## src/rtl/sram_l0_if.sv

```systemverilog
// Bus between the L0 loader and its surroundings: start/length request, SRAM read
// port, L0 write port, status, and debug visibility of the FSM and skid buffer.
interface sram_l0_if #(
    parameter int ADDR_BW = 7,
    parameter int DATA_BW = 32,
    parameter int LEN_BW  = 8
) ();
    logic               start;
    logic [ADDR_BW-1:0] base_addr;
    logic [LEN_BW-1:0]  len;
    logic               sram_cen;
    logic               sram_wen;
    logic [ADDR_BW-1:0] sram_a;
    logic [DATA_BW-1:0] sram_q;
    logic               l0_full;
    logic               l0_wr;
    logic [DATA_BW-1:0] l0_in;
    logic               busy;
    logic               done;
    logic [1:0]         dbg_state;
    logic [1:0]         dbg_occ;

    // Handshake: a word moves into L0 on every rising edge where l0_wr=1, and
    // l0_wr is only raised while l0_full=0 in the same cycle.
    modport slave (
        input  start, base_addr, len, sram_q, l0_full,
        output sram_cen, sram_wen, sram_a, l0_wr, l0_in, busy, done, dbg_state, dbg_occ
    );

    modport master (
        output start, base_addr, len, sram_q, l0_full,
        input  sram_cen, sram_wen, sram_a, l0_wr, l0_in, busy, done, dbg_state, dbg_occ
    );
endinterface

```

## src/rtl/sram_l0_loader.sv

```systemverilog
// Streams len consecutive SRAM words (address wraps mod 128) into L0, using a
// 2-entry skid buffer to absorb the one-cycle SRAM read latency under backpressure.
module sram_l0_loader #(
    parameter int ADDR_BW = 7,
    parameter int DATA_BW = 32,
    parameter int LEN_BW  = 8
) (
    input  logic       clk,
    input  logic       reset,
    sram_l0_if.slave   bus
);
    typedef enum logic [1:0] {S_IDLE = 2'd0, S_RUN = 2'd1, S_DONE = 2'd2} state_e;

    state_e             state_q, state_d;
    logic [ADDR_BW-1:0] addr_q, addr_d;
    logic [ADDR_BW-1:0] sram_a_q, sram_a_d;
    logic [LEN_BW-1:0]  rem_q, rem_d;
    logic               rf_q;
    logic [1:0]         occ_q, occ_d;
    logic [DATA_BW-1:0] buf_q [2];
    logic               wr_ptr_q, rd_ptr_q;
    logic               issue, pop, push;

    assign pop  = (state_q == S_RUN) && (occ_q != 2'd0) && !bus.l0_full;
    assign push = rf_q;
    // A read is issued only if its data will still fit once it lands next cycle.
    assign issue = (state_q == S_RUN) && (rem_q != '0) &&
                   (({1'b0, occ_q} + {2'b0, rf_q} - {2'b0, pop}) <= 3'd1);

    always_ff @(posedge clk) begin
        if (reset) begin
            state_q <= S_IDLE;
        end else begin
            state_q <= state_d;
        end
    end

    // The final pop and the DONE transition share an edge, so done lands one cycle after the last write.
    always_comb begin
        state_d = state_q;
        case (state_q)
            S_IDLE: if (bus.start) state_d = (bus.len == '0) ? S_DONE : S_RUN;
            S_RUN: begin
                if ((rem_q == '0) && !rf_q &&
                    ((occ_q == 2'd0) || ((occ_q == 2'd1) && pop)))
                    state_d = S_DONE;
            end
            S_DONE:  state_d = S_IDLE;
            default: state_d = S_IDLE;
        endcase
    end

    always_comb begin
        addr_d = addr_q;
        rem_d  = rem_q;
        if ((state_q == S_IDLE) && bus.start) begin
            addr_d = bus.base_addr;
            rem_d  = bus.len;
        end else if (issue) begin
            addr_d = addr_q + ADDR_BW'(1);
            rem_d  = rem_q - LEN_BW'(1);
        end
        occ_d    = occ_q + {1'b0, push} - {1'b0, pop};
        sram_a_d = issue ? addr_q : sram_a_q;
    end

    always_ff @(posedge clk) begin
        if (reset) begin
            addr_q   <= '0;
            rem_q    <= '0;
            sram_a_q <= '0;
            rf_q     <= 1'b0;
            occ_q    <= 2'd0;
            wr_ptr_q <= 1'b0;
            rd_ptr_q <= 1'b0;
            buf_q[0] <= '0;
            buf_q[1] <= '0;
        end else begin
            addr_q   <= addr_d;
            rem_q    <= rem_d;
            sram_a_q <= sram_a_d;
            rf_q     <= issue;
            occ_q    <= occ_d;
            if (push) begin
                buf_q[wr_ptr_q] <= bus.sram_q;
                wr_ptr_q        <= ~wr_ptr_q;
            end
            if (pop) rd_ptr_q <= ~rd_ptr_q;
        end
    end

    always_comb begin
        bus.sram_cen  = ~issue;
        bus.sram_wen  = 1'b1;
        bus.sram_a    = sram_a_d;
        bus.l0_wr     = pop;
        bus.l0_in     = buf_q[rd_ptr_q];
        bus.busy      = (state_q == S_RUN);
        bus.done      = (state_q == S_DONE);
        bus.dbg_state = state_q;
        bus.dbg_occ   = occ_q;
    end
endmodule
```

## src/flat_wrapper.sv

```systemverilog
// flat-port wrapper written by rule: the top's interface ports become plain ports
module sram_l0_loader_flat 
#(
    parameter int ADDR_BW = 7,
    parameter int DATA_BW = 32,
    parameter int LEN_BW  = 8
)
  (clk, reset, bus_start, bus_base_addr, bus_len, bus_sram_q, bus_l0_full, bus_sram_cen, bus_sram_wen, bus_sram_a, bus_l0_wr, bus_l0_in, bus_busy, bus_done, bus_dbg_state, bus_dbg_occ);
  sram_l0_if #(.ADDR_BW(ADDR_BW), .DATA_BW(DATA_BW), .LEN_BW(LEN_BW)) bus_i ();
  input  logic clk;
  input  logic reset;
  input wire logic [$bits(bus_i.start)-1:0] bus_start;
  input wire logic [$bits(bus_i.base_addr)-1:0] bus_base_addr;
  input wire logic [$bits(bus_i.len)-1:0] bus_len;
  input wire logic [$bits(bus_i.sram_q)-1:0] bus_sram_q;
  input wire logic [$bits(bus_i.l0_full)-1:0] bus_l0_full;
  output wire logic [$bits(bus_i.sram_cen)-1:0] bus_sram_cen;
  output wire logic [$bits(bus_i.sram_wen)-1:0] bus_sram_wen;
  output wire logic [$bits(bus_i.sram_a)-1:0] bus_sram_a;
  output wire logic [$bits(bus_i.l0_wr)-1:0] bus_l0_wr;
  output wire logic [$bits(bus_i.l0_in)-1:0] bus_l0_in;
  output wire logic [$bits(bus_i.busy)-1:0] bus_busy;
  output wire logic [$bits(bus_i.done)-1:0] bus_done;
  output wire logic [$bits(bus_i.dbg_state)-1:0] bus_dbg_state;
  output wire logic [$bits(bus_i.dbg_occ)-1:0] bus_dbg_occ;
  assign bus_i.start = bus_start;
  assign bus_i.base_addr = bus_base_addr;
  assign bus_i.len = bus_len;
  assign bus_i.sram_q = bus_sram_q;
  assign bus_i.l0_full = bus_l0_full;
  assign bus_sram_cen = bus_i.sram_cen;
  assign bus_sram_wen = bus_i.sram_wen;
  assign bus_sram_a = bus_i.sram_a;
  assign bus_l0_wr = bus_i.l0_wr;
  assign bus_l0_in = bus_i.l0_in;
  assign bus_busy = bus_i.busy;
  assign bus_done = bus_i.done;
  assign bus_dbg_state = bus_i.dbg_state;
  assign bus_dbg_occ = bus_i.dbg_occ;
  sram_l0_loader #(.ADDR_BW(ADDR_BW), .DATA_BW(DATA_BW), .LEN_BW(LEN_BW)) u_core (.clk(clk), .reset(reset), .bus(bus_i));
endmodule
```

## config.mk

```make
export PLATFORM = sky130hd
export DESIGN_NAME = sram_l0_loader_flat
export DESIGN_NICKNAME = d
export VERILOG_FILES = /design/src/rtl/sram_l0_if.sv /design/src/rtl/sram_l0_loader.sv /design/src/flat_wrapper.sv
export SDC_FILE = /design/constraint.sdc
export NUM_CORES = 1
export LEC_CHECK = 0
export ABC_CLOCK_PERIOD_IN_PS = 4800
export CORE_ASPECT_RATIO = 1.4
export CORE_MARGIN = 3
export CORE_UTILIZATION = 50
export DETAILED_ROUTE_END_ITERATION = 6
export PLACE_DENSITY = 0.8
export REMOVE_ABC_BUFFERS = 1
export SYNTH_ARGS = -nofsm -noshare
export SYNTH_HDL_FRONTEND = slang
export SYNTH_SLANG_ARGS = --single-unit
```

## constraint.sdc

```tcl
create_clock -name clk -period 4.8 [get_ports clk]
set_input_delay 0.72 -clock clk [delete_from_list [all_inputs] [get_ports clk]]
set_output_delay 0.72 -clock clk [all_outputs]
set_load 0.01 [all_outputs]
```

==> results.sh, run 1 <==
export IMPL_status="complete, no violations"
export IMPL_routed_wl_mm=9.051
export IMPL_finalClockSkew_ps=3.678
export IMPL_postLayoutCoreUtil=0.6856
export IMPL_fp_coreArea_um2=8247
export IMPL_criticalPathCategory="in2out"
export IMPL_hold_path_class="reg2reg"
export IMPL_worst_pin_slew_ps=1051
export IMPL_area_growth_pct=32.37
export IMPL_synth_edff_count=64
export IMPL_grt_ovfl_total=0
export IMPL_cts_num_sinks=94
export IMPL_synth_seq_cells=94
export IMPL_drtIter0Drc=143
export IMPL_rows=39
export IMPL_wire_per_inst_um=16.31
export IMPL_syn_inst=351
export IMPL_io_buffers=97
export IMPL_placed_cell_area_um2=5351
export IMPL_async_reset_ff_frac=0
export IMPL_htreeDepth=3
export IMPL_grtUsageMet2=0.3630
export IMPL_cts_root_buffer="clkbuf_16"
export IMPL_synth_distinct_cells=44
export IMPL_powerDensity_nw_per_um2=366.1
export IMPL_grt_max_degree=34
export IMPL_setup_tns_ps=0
export IMPL_n_antenna_cell=0
export IMPL_met3_usage=0.04086
export IMPL_critPathMaxFanout=10
export IMPL_max_clock_path_buffers=2
export IMPL_critPathCaptureType="output port"
export IMPL_drcViolationCount=0
export IMPL_synth_area_um2=4272
export IMPL_drive_above_1_share=0.1457
export IMPL_ios=99
export IMPL_min_period_over_period=0.9577
export IMPL_layout_nets=505
export IMPL_finalSetupViolations=0
export IMPL_worst_slack_ps=202.9
export IMPL_rsz0062_at_grt="false"
export IMPL_ys_warn_count=0
export IMPL_post_place_ws_ps=94.23
export IMPL_post_cts_buffers=0
export IMPL_grt_first_pass_wirelength_mm=14.77
export IMPL_cts_tree="yes"
export IMPL_grt_busiest_layer="met2"
export IMPL_postLayoutCellArea_um2=5654
export IMPL_maxSlewViolCount=0
export IMPL_dr_pass1_iters=4
export IMPL_viasPerCell=5.386
export IMPL_drv_cap=0
export IMPL_layout_min_cycle_time_ps=4597
export IMPL_design_die_area_um2=9704
export IMPL_antenna_found_initial=0
export IMPL_hold_viol=0
export IMPL_seq_area_frac_synth=0.5905
export IMPL_die_width_um=84.12
export IMPL_cp_data_arrival_time_ps=3880
export IMPL_ant_nets=0
export IMPL_peakVddDrop_mv=0.2416
export IMPL_relSlewSlack=0.2995
export IMPL_required_ps=4080
export IMPL_grt_util_all_layers=0.1945
export IMPL_clk_pin_slew_ps=60
export IMPL_start_kind="primary input"
export IMPL_grtUsageMet1=0.2153
export IMPL_post_dp_hpwl_mm=6.293
export IMPL_start_util=0.5180
export IMPL_via_count=2989
export IMPL_synth_flop_cell="edfxtp_1"
export IMPL_grt_pass1_vias=3159
export IMPL_max_freq_mhz=217.5
export IMPL_cts_made_buffers=9
export IMPL_p_leak_nw=2.129
export IMPL_clock_latency_ps=330
export IMPL_finalPower_mw=2.070
export IMPL_die_y_um=115.4
export IMPL_avgSynthCellArea_um2=12.17
export IMPL_gp_congestion=0.8548
==> synth_stat cells (3+ instances only) <==
master    number  area share
o211ai_1       3      0.0053
nand2_1       11      0.0097
nor4_1         5      0.0073
mux2_2        33       0.087
nand3_1        3      0.0035
a21oi_1       19       0.022
clkbuf_1      14       0.012
a32oi_1        4      0.0082
nor3_1         6      0.0070
a211oi_1       3      0.0053
o21ai_0        9       0.011
xnor2_1        3      0.0062
and3_1         4      0.0059
and2_1        72        0.11
edfxtp_1      64        0.45
mux2_4         4       0.014
buf_1          3      0.0026
a22oi_1        3      0.0053
inv_1         14       0.012
nor2b_1        3      0.0044
ha_1           5       0.015
nor2_1        11      0.0097
dfxtp_1       30        0.14
==> flip-flops by register name, indices dropped and copies added, names as in the netlist, named ones only <==
name / count
u_core.buf_q: 64
u_core.wr_ptr_q: 1
u_core.rd_ptr_q: 1
u_core.bus.dbg_occ: 2
u_core.rem_q: 8
u_core.sram_a_q: 7
u_core.push: 1
u_core.addr_q: 7
u_core.bus.dbg_state: 2
==> cells by family after synthesis <==
family / synth area share
buffers and inverters: 0.03281
and+or+nand+nor: 0.1757
adders and majority gates: 0.01933
DFF: 0.5905
other: 0.0008779
muxes: 0.1011
AOI/OAI and AO/OA: 0.07147
xor gates and xnor gates: 0.008203
==> timing repair <==
action	CTS	global route
resized for setup	0	2
endpoints found under the setup margin	0	7
hold buffers	0	0
==> critical path, cell delays in order <==
cell and delay (ps):
clkdlybuf4s50_1 430, a211oi_1 320, ha_1 290, inv_1 60, ha_1 160, fa_1 440
nor3b_2 240, nand2_1 160, nor2_4 180, inv_6 80, mux2_4 310, clkdlybuf4s50_1 480
==> placed cells by master (no fill, tap or decap), drive strengths merged, types with 3 or more instances in the layout <==
cell type and n:
clkdlybuf4s50 97, and2 72, edfxtp 64, mux2 37
dfxtp 30, a21oi 19, inv 15, clkbuf 14
nor2 12, nand2 11, o21ai 10, buf 8
nor3 6, nor4 6, ha 5, and3 4
a32oi 4, a211oi 3, nor2b 3, nand3 3
o211ai 3, xnor2 3, a22oi 3
==> metrics by stage <==
| step | std cells | hold WS [ps] |
|---|---|---|
| finish | 555 | 462.4 |
| global route | 555 | 469.8 |
| CTS | 555 | 459.3 |
| detailed placement | 539 | 449.8 |
| global placement | 539 | 440.9 |
| floorplan | 332 | 425.8 |
==> path summary, 6_finish.rpt <==
check                                                           from                             to  slack [ps]  depth (start not counted)
worst max-delay path                                     bus_l0_full                  bus_sram_a[1]         200                         12
worst min-delay path                    u_core.rem_q[1]$_SDFFE_PP0P_   u_core.rem_q[1]$_SDFFE_PP0P_         460                          2
worst min register to register          u_core.rem_q[1]$_SDFFE_PP0P_   u_core.rem_q[1]$_SDFFE_PP0P_         460                          2
worst max register to register  u_core.bus.dbg_state[1]$_SDFFE_PP0P_  u_core.addr_q[2]$_SDFFE_PP0P_        1640                         12
==> layer usage <==
layer,vias to the layer above,part of all wire
met1,1426,0.39
li1,1442,-
met3,15,0.056
met2,106,0.54
met5,-,0
met4,0,0.014
==> area by class of cell <==
class,instances,area (um^2)
fill,649,2592
multi-input combinational,223,1614
sequential,94,2522
timing repair buffer,105,1031
inverter,15,61.31
tap,102,127.6
clock buffer,14,285.3
clock inverter,2,12.51
==> report_power, final <==
group / internal (mW) / leakage, nW / switching [mW] / total, mW
Sequential: 0.932 / 0.909 / 0.0355 / 0.967
Combinational: 0.215 / 1.08 / 0.202 / 0.417
Clock: 0.410 / 0.144 / 0.276 / 0.686
Total: 1.56 / 2.13 / 0.513 / 2.07
Note: power is estimated with default switching activity, not from simulation.
==> run 2: changes to the inputs <==
Settings changed: PLACE_DENSITY 0.8 to 0.86.
==> run 2 against run 1 <==
Maximum frequency shrank 0.75%. Combinational power about the same. Core utilization up 0.49 points. First-iteration DRC count up 23%. Clock power up 15%. Register-to-register slack worse by 60 ps. Global-route usage increased by 0.36 points. Routed wire length rose by 0.94%. Design area up 0.71%. Worst hold slack lost 1.3 ps.
==> results.sh, run 2 (synthesized netlist as in run 1, its figures left out) <==
export IMPL_status="complete, no violations"
export IMPL_powerDensity_nw_per_um2=382.1
export IMPL_cts_hold_buffers=0
export IMPL_dr_pass1_iters=4
export IMPL_p_seq_frac=0.445
export IMPL_worst_path_buf_inv=4
export IMPL_final_common_cell="clkdlybuf4s50_1"
export IMPL_cts_resized=0
export IMPL_rows=39
export IMPL_max_freq_mhz=215.9
export IMPL_cp_data_arrival_time_ps=3910
export IMPL_maxSlewViolCount=0
export IMPL_n_antenna_cell=0
export IMPL_finalClockSkew_ps=5.667
export IMPL_drcViolationCount=0
export IMPL_peakVddDrop_mv=0.2112
export IMPL_criticalPathCategory="in2out"
export IMPL_postLayoutCellArea_um2=5694
export IMPL_layout_nets=505
export IMPL_grt_max_degree=33
export IMPL_p_int_mw=1.652
export IMPL_clock_latency_ps=340
export IMPL_viasPerCell=5.499
export IMPL_cts_root_buffer="clkbuf_16"
export IMPL_drtIter0Drc=176
export IMPL_n_fill_cell=603
export IMPL_seqCellArea_um2=2522
export IMPL_required_ps=4080
export IMPL_critical_path_top_delay_family="buffers and inverters"
export IMPL_cts_tree="yes"
export IMPL_critPathCaptureType="output port"
export IMPL_drv_cap=0
export IMPL_multi_input_area_um2=1614
export IMPL_ios=99
export IMPL_grt_first_pass_wirelength_mm=15.18
export IMPL_post_cts_buffers=0
export IMPL_mostFrequentLayoutCells="clkdlybuf4s50_1 (97), and2_1 (72), edfxtp_1 (64)"
export IMPL_setup_tns_ps=0
export IMPL_grt_pass1_vias=3194
export IMPL_routed_wl_mm=9.136
export IMPL_via_count=3052
export IMPL_largest_register="u_core.buf_q"
export IMPL_die_y_um=115.4
export IMPL_grt_ovfl_total=0
export IMPL_r2r_start="u_core.bus.dbg_state[1]$_SDFFE_PP0P_"
export IMPL_worst_pin_slew_ps=1005
export IMPL_max_clock_path_buffers=2
export IMPL_hold_viol=0
export IMPL_cts_num_sinks=94
export IMPL_drive_above_1_share=0.1501
export IMPL_start_kind="primary input"
export IMPL_crit_slowest_cell="clkdlybuf4s50_1"
export IMPL_antenna_found_initial=0
export IMPL_top_regs="u_core.buf_q (64), u_core.rem_q (8)"
export IMPL_min_period_over_period=0.9650
export IMPL_critPathMaxFanout=10
export IMPL_htreeDepth=3
export IMPL_startpoint="bus_l0_full"
export IMPL_post_dp_hpwl_mm=6.232
export IMPL_clkPwrFrac=0.363
export IMPL_largest_reg_flops=64
export IMPL_clk_pin_slew_ps=60
export IMPL_hold_path_class="reg2reg"
export IMPL_finalSetupViolations=0
export IMPL_relSlewSlack=0.3297
export IMPL_layout_min_cycle_time_ps=4632
export IMPL_netSwitchingPower_mw=0.5237
export IMPL_start_util=0.5180
export IMPL_cpPeakStageDelay_ps=490
export IMPL_design_die_area_um2=9704
export IMPL_io_buffers=97
export IMPL_die_width_um=84.12
export IMPL_comb_power_share=0.192
export IMPL_cts_made_buffers=9
export IMPL_ant_nets=0
export IMPL_p_sw_frac=0.2407
export IMPL_postLayoutCoreUtil=0.6905
export IMPL_wire_per_inst_um=16.46
export IMPL_worstHoldStart="u_core.rem_q[1]$_SDFFE_PP0P_"
export IMPL_p_leak_nw=2.150
export IMPL_area_growth_pct=33.30
export IMPL_gp_congestion=0.8562
export IMPL_grt_util_all_layers=0.1981
export IMPL_cp_cell_sequence="clkdlybuf4s50_1 > a211oi_1 > ha_1 > inv_1 > ha_1 > fa_1 > nor3b_2 > nand2_1 > nor2_4 > inv_6 > mux2_4 > clkdlybuf4s50_1"
export IMPL_fp_coreArea_um2=8247
export IMPL_placed_cell_area_um2=5351
run 2: tightest hold or removal path, cell delays in order, from the launching register on:
cell and delay (ps):
dfxtp_1 310, nand2_1 50, a21oi_1 50
run 2: routing by layer:
layer | vias to the layer above | GRT usage | wire length, um
li1 | 1441 | - | -
met1 | 1481 | 0.2281 | 3676
met2 | 119 | 0.3609 | 4765
met3 | 11 | 0.04946 | 593
met4 | 0 | 0.06223 | 101
met5 | - | 0 | 0
run 2: final timing paths:
check / depth (start not counted) / to / slack [ps]
worst max-delay path: 12 / bus_sram_a[1] / 170
worst min-delay path: 2 / u_core.rem_q[1]$_SDFFE_PP0P_ / 460
worst max register to register: 12 / u_core.addr_q[3]$_SDFFE_PP0P_ / 1580
worst min register to register: 2 / u_core.rem_q[1]$_SDFFE_PP0P_ / 460
run 2: layout make-up:
class,instances,share of cell area
well taps,102,0.02241
clock inverters,7,0.01978
flip-flops and latches,94,0.4430
repair buffers,105,0.1811
inverters,15,0.01077
clock buffers,9,0.03955
multi-input cells,223,0.2835
run 2: per-stage QoR:
stage | hold slack, ps | instances | power [mW] | setup WS (ps)
after floorplan | 425.8 | 332 | 1.198 | 651.4
after global placement | 442.2 | 539 | 1.387 | 254.3
after detailed placement | 452.1 | 539 | 1.399 | 129.3
after CTS | 461.3 | 555 | 2.197 | 102.4
after global routing | 481.9 | 555 | 2.273 | -10.90
final | 461.1 | 555 | 2.176 | 168.0
run 2: power by group through the flow:
stage	registers (mW)	clock network [mW]	logic, mW
6_report	0.968	0.791	0.417
5_1_grt	0.975	0.845	0.453
4_1_cts	0.968	0.812	0.417
3_5_place_dp	0.985	0	0.414
3_3_place_gp	0.980	0	0.407
2_1_floorplan	0.977	0	0.221
==> run 3: changes to the inputs <==
Settings changed: ABC_AREA from default to 1, PLACE_DENSITY 0.86 to 0.85.
==> run 3 against run 2 <==
Worst setup slack improved by 150 ps. First-iteration DRC count rose by 1.1%. Via count is 14% higher. Die area grew 4.9%. Flip-flop and latch count stayed put. Register-to-register slack gained 400 ps. Worst hold slack improved by 20 ps. Total power rose by 2.7%. Global-route usage about the same. Count of clock-buffer cells in the layout grew 3. Clock skew decreased by 2.4 ps. Largest cell class unchanged.
==> results.sh, run 3 <==
export IMPL_final_common_cell="nor2_1"
export IMPL_cts_hold_buffers=0
export IMPL_fin_cells=693
export IMPL_synth_edff_count=64
export IMPL_wire_per_inst_um=13.96
export IMPL_routed_wl_mm=9.676
export IMPL_clock_latency_ps=330
export IMPL_layout_nets=640
export IMPL_top_regs="u_core.buf_q (64), u_core.rem_q (8)"
export IMPL_powerDensity_nw_per_um2=384.1
export IMPL_cts_num_sinks=94
export IMPL_setup_tns_ps=0
export IMPL_avgSynthCellArea_um2=9.191
export IMPL_gp_congestion=0.8708
export IMPL_crit_slowest_cell="clkdlybuf4s50_1"
export IMPL_grt_ovfl_total=0
export IMPL_start_util=0.5191
export IMPL_min_period_over_period=0.9344
export IMPL_largest_register="u_core.buf_q"
export IMPL_required_ps=4080
export IMPL_n_fill_cell=644
export IMPL_critPathMaxFanout=32
export IMPL_max_clock_path_buffers=2
export IMPL_antenna_found_initial=0
export IMPL_n_antenna_cell=0
export IMPL_dr_pass1_iters=4
export IMPL_cp_cell_sequence="clkdlybuf4s50_1 > a21oi_1 > nand2_1 > inv_1 > ha_1 > inv_1 > ha_1 > fa_1 > inv_1 > nand3_1 > nor2_2 > nand2_4 > nand2_1 > o21ai_1 > inv_1 > clkdlybuf4s50_1"
export IMPL_synth_area_um2=4494
export IMPL_area_growth_pct=29.37
export IMPL_largest_reg_flops=64
export IMPL_fp_coreArea_um2=8658
export IMPL_cts_tree="yes"
export IMPL_synth_top_area_share=0.4276
export IMPL_ios=99
export IMPL_hold_path_class="reg2reg"
export IMPL_post_cts_buffers=0
export IMPL_status="complete, no violations"
export IMPL_hold_viol=0
export IMPL_post_dp_hpwl_mm=6.798
export IMPL_htreeDepth=3
export IMPL_ys_warn_count=0
export IMPL_layout_min_cycle_time_ps=4485
export IMPL_p_leak_nw=2.610
export IMPL_cpPeakStageDelay_ps=520
export IMPL_die_y_um=118.2
export IMPL_design_die_area_um2=10180
export IMPL_grt_max_degree=35
export IMPL_rsz0062_at_grt="false"
export IMPL_viasPerCell=5.003
export IMPL_cts_resized=0
export IMPL_drtIter0Drc=178
export IMPL_die_width_um=86.13
export IMPL_synth_area_top_cells="edfxtp_1 (43%), dfxtp_1 (13%), nor2_1 (8.2%)"
export IMPL_criticalPathCategory="in2out"
export IMPL_mostFrequentLayoutCells="nor2_1 (98), clkdlybuf4s50_1 (97), inv_1 (77)"
export IMPL_cts_root_buffer="clkbuf_16"
export IMPL_grt_pass1_vias=3380
export IMPL_rows=40
export IMPL_finalSetupViolations=0
export IMPL_synth_flop_cell="edfxtp_1"
export IMPL_synth_area_leader_cell="edfxtp_1"
export IMPL_drv_cap=0
export IMPL_synth_common_cells="nor2_1 (98), inv_1 (77), nand2_1 (72)"
export IMPL_syn_inst=489
export IMPL_ant_nets=0
export IMPL_max_freq_mhz=223.0
export IMPL_io_buffers=97
export IMPL_maxSlewViolCount=0
export IMPL_cp_data_arrival_time_ps=3760
export IMPL_synth_distinct_cells=28
export IMPL_clk_pin_slew_ps=60
export IMPL_cts_made_buffers=9
export IMPL_placed_cells=677
export IMPL_seq_area_frac_synth=0.5612
export IMPL_drive_above_1_share=0.1088
export IMPL_critPathCaptureType="output port"
export IMPL_grt_util_all_layers=0.1983
export IMPL_start_kind="primary input"
export IMPL_grt_first_pass_wirelength_mm=16.08
export IMPL_peakVddDrop_mv=0.2356
export IMPL_cp_common_cell="inv_1"
export IMPL_drcViolationCount=0
export IMPL_yosysMostFrequentCell="nor2_1"
export IMPL_via_count=3467
export IMPL_async_reset_ff_frac=0
export IMPL_synth_seq_cells=94
export IMPL_finalClockSkew_ps=3.300
## run 3: changes by cell type after synthesis, sizes merged, moves of 4 or more
cell    change
buf         +5
and2       -72
and3        -4
nor4        -6
a21oi       -4
nor2       +92
nand3      +35
clkbuf      -4
a32oi       -4
inv        +67
nor3        -6
nand2      +65
mux2        -5
## run 3: area by class of cell
cell class	count	area, um^2	area share
clock buffers	12	236.5	0.04067
clock inverters	4	47.55	0.008177
inverters	82	307.8	0.05294
multi-input cells	293	1553	0.2671
flip-flops and latches	94	2522	0.4338
well taps	105	131.4	0.02260
repair buffers	103	1016	0.1747
## run 3: worst paths after layout
check | startpoint | endpoint | slack (ps) | cells past startpoint
setup / recovery | bus_l0_full | bus_sram_a[2] | 320 | 16
setup reg to reg | u_core.bus.dbg_state[1]$_SDFFE_PP0P_ | u_core.addr_q[4]$_SDFFE_PP0P_ | 1980 | 16
hold / removal | u_core.sram_a_q[0]$_SDFF_PP0_ | u_core.sram_a_q[0]$_SDFF_PP0_ | 480 | 2
hold reg to reg | u_core.sram_a_q[0]$_SDFF_PP0_ | u_core.sram_a_q[0]$_SDFF_PP0_ | 480 | 2
## run 3: cells by family (layout without fill, tap and decap cells)
group,after synthesis,in the layout,share of synthesized area
AOI/OAI and AO/OA,31,31,0.03703
xor gates and xnor gates,3,3,0.005847
adders and majority gates,6,6,0.01837
buffers and inverters,102,201,0.09326
DFF,94,94,0.5612
muxes,32,32,0.08018
other,1,1,0.0008344
and+or+nand+nor,220,220,0.2032
## run 3: metrics by stage
stage          hold slack (ps)  cell area [um^2]  worst slack [ps]  power, mW  utilization
6_report                 481.6              5814             315.0      2.233       0.6715
5_1_grt                  509.5              5814             80.35      2.360       0.6715
4_1_cts                  474.9              5814             311.7      2.250       0.6715
3_5_place_dp             465.6              5530             317.4      1.575       0.6387
3_3_place_gp             462.0              5530             446.7      1.560       0.6387
2_1_floorplan            446.2              4383              1456      1.338            -
## run 3: power breakdown
group | internal, mW | switching [mW]
registers | 0.942 | 0.0477
clock network | 0.402 | 0.274
logic | 0.263 | 0.305
## run 3: worst max-delay path: cells and delay by family
kind                     cells  cell delay, ps
buffers and inverters        6            1290
adder cells (fa/ha/maj)      3             930
AND/OR/NAND/NOR              5             680
AO/OA/AOI/OAI                2             130
## run 3: routing by layer
layer | GRT usage | part of all wire | vias up
met1 | 0.2455 | 0.41 | 1610
li1 | - | - | 1745
met4 | 0.06040 | 0.0062 | 0
met3 | 0.03766 | 0.061 | 6
met2 | 0.3451 | 0.52 | 106
met5 | 0 | 0 | -
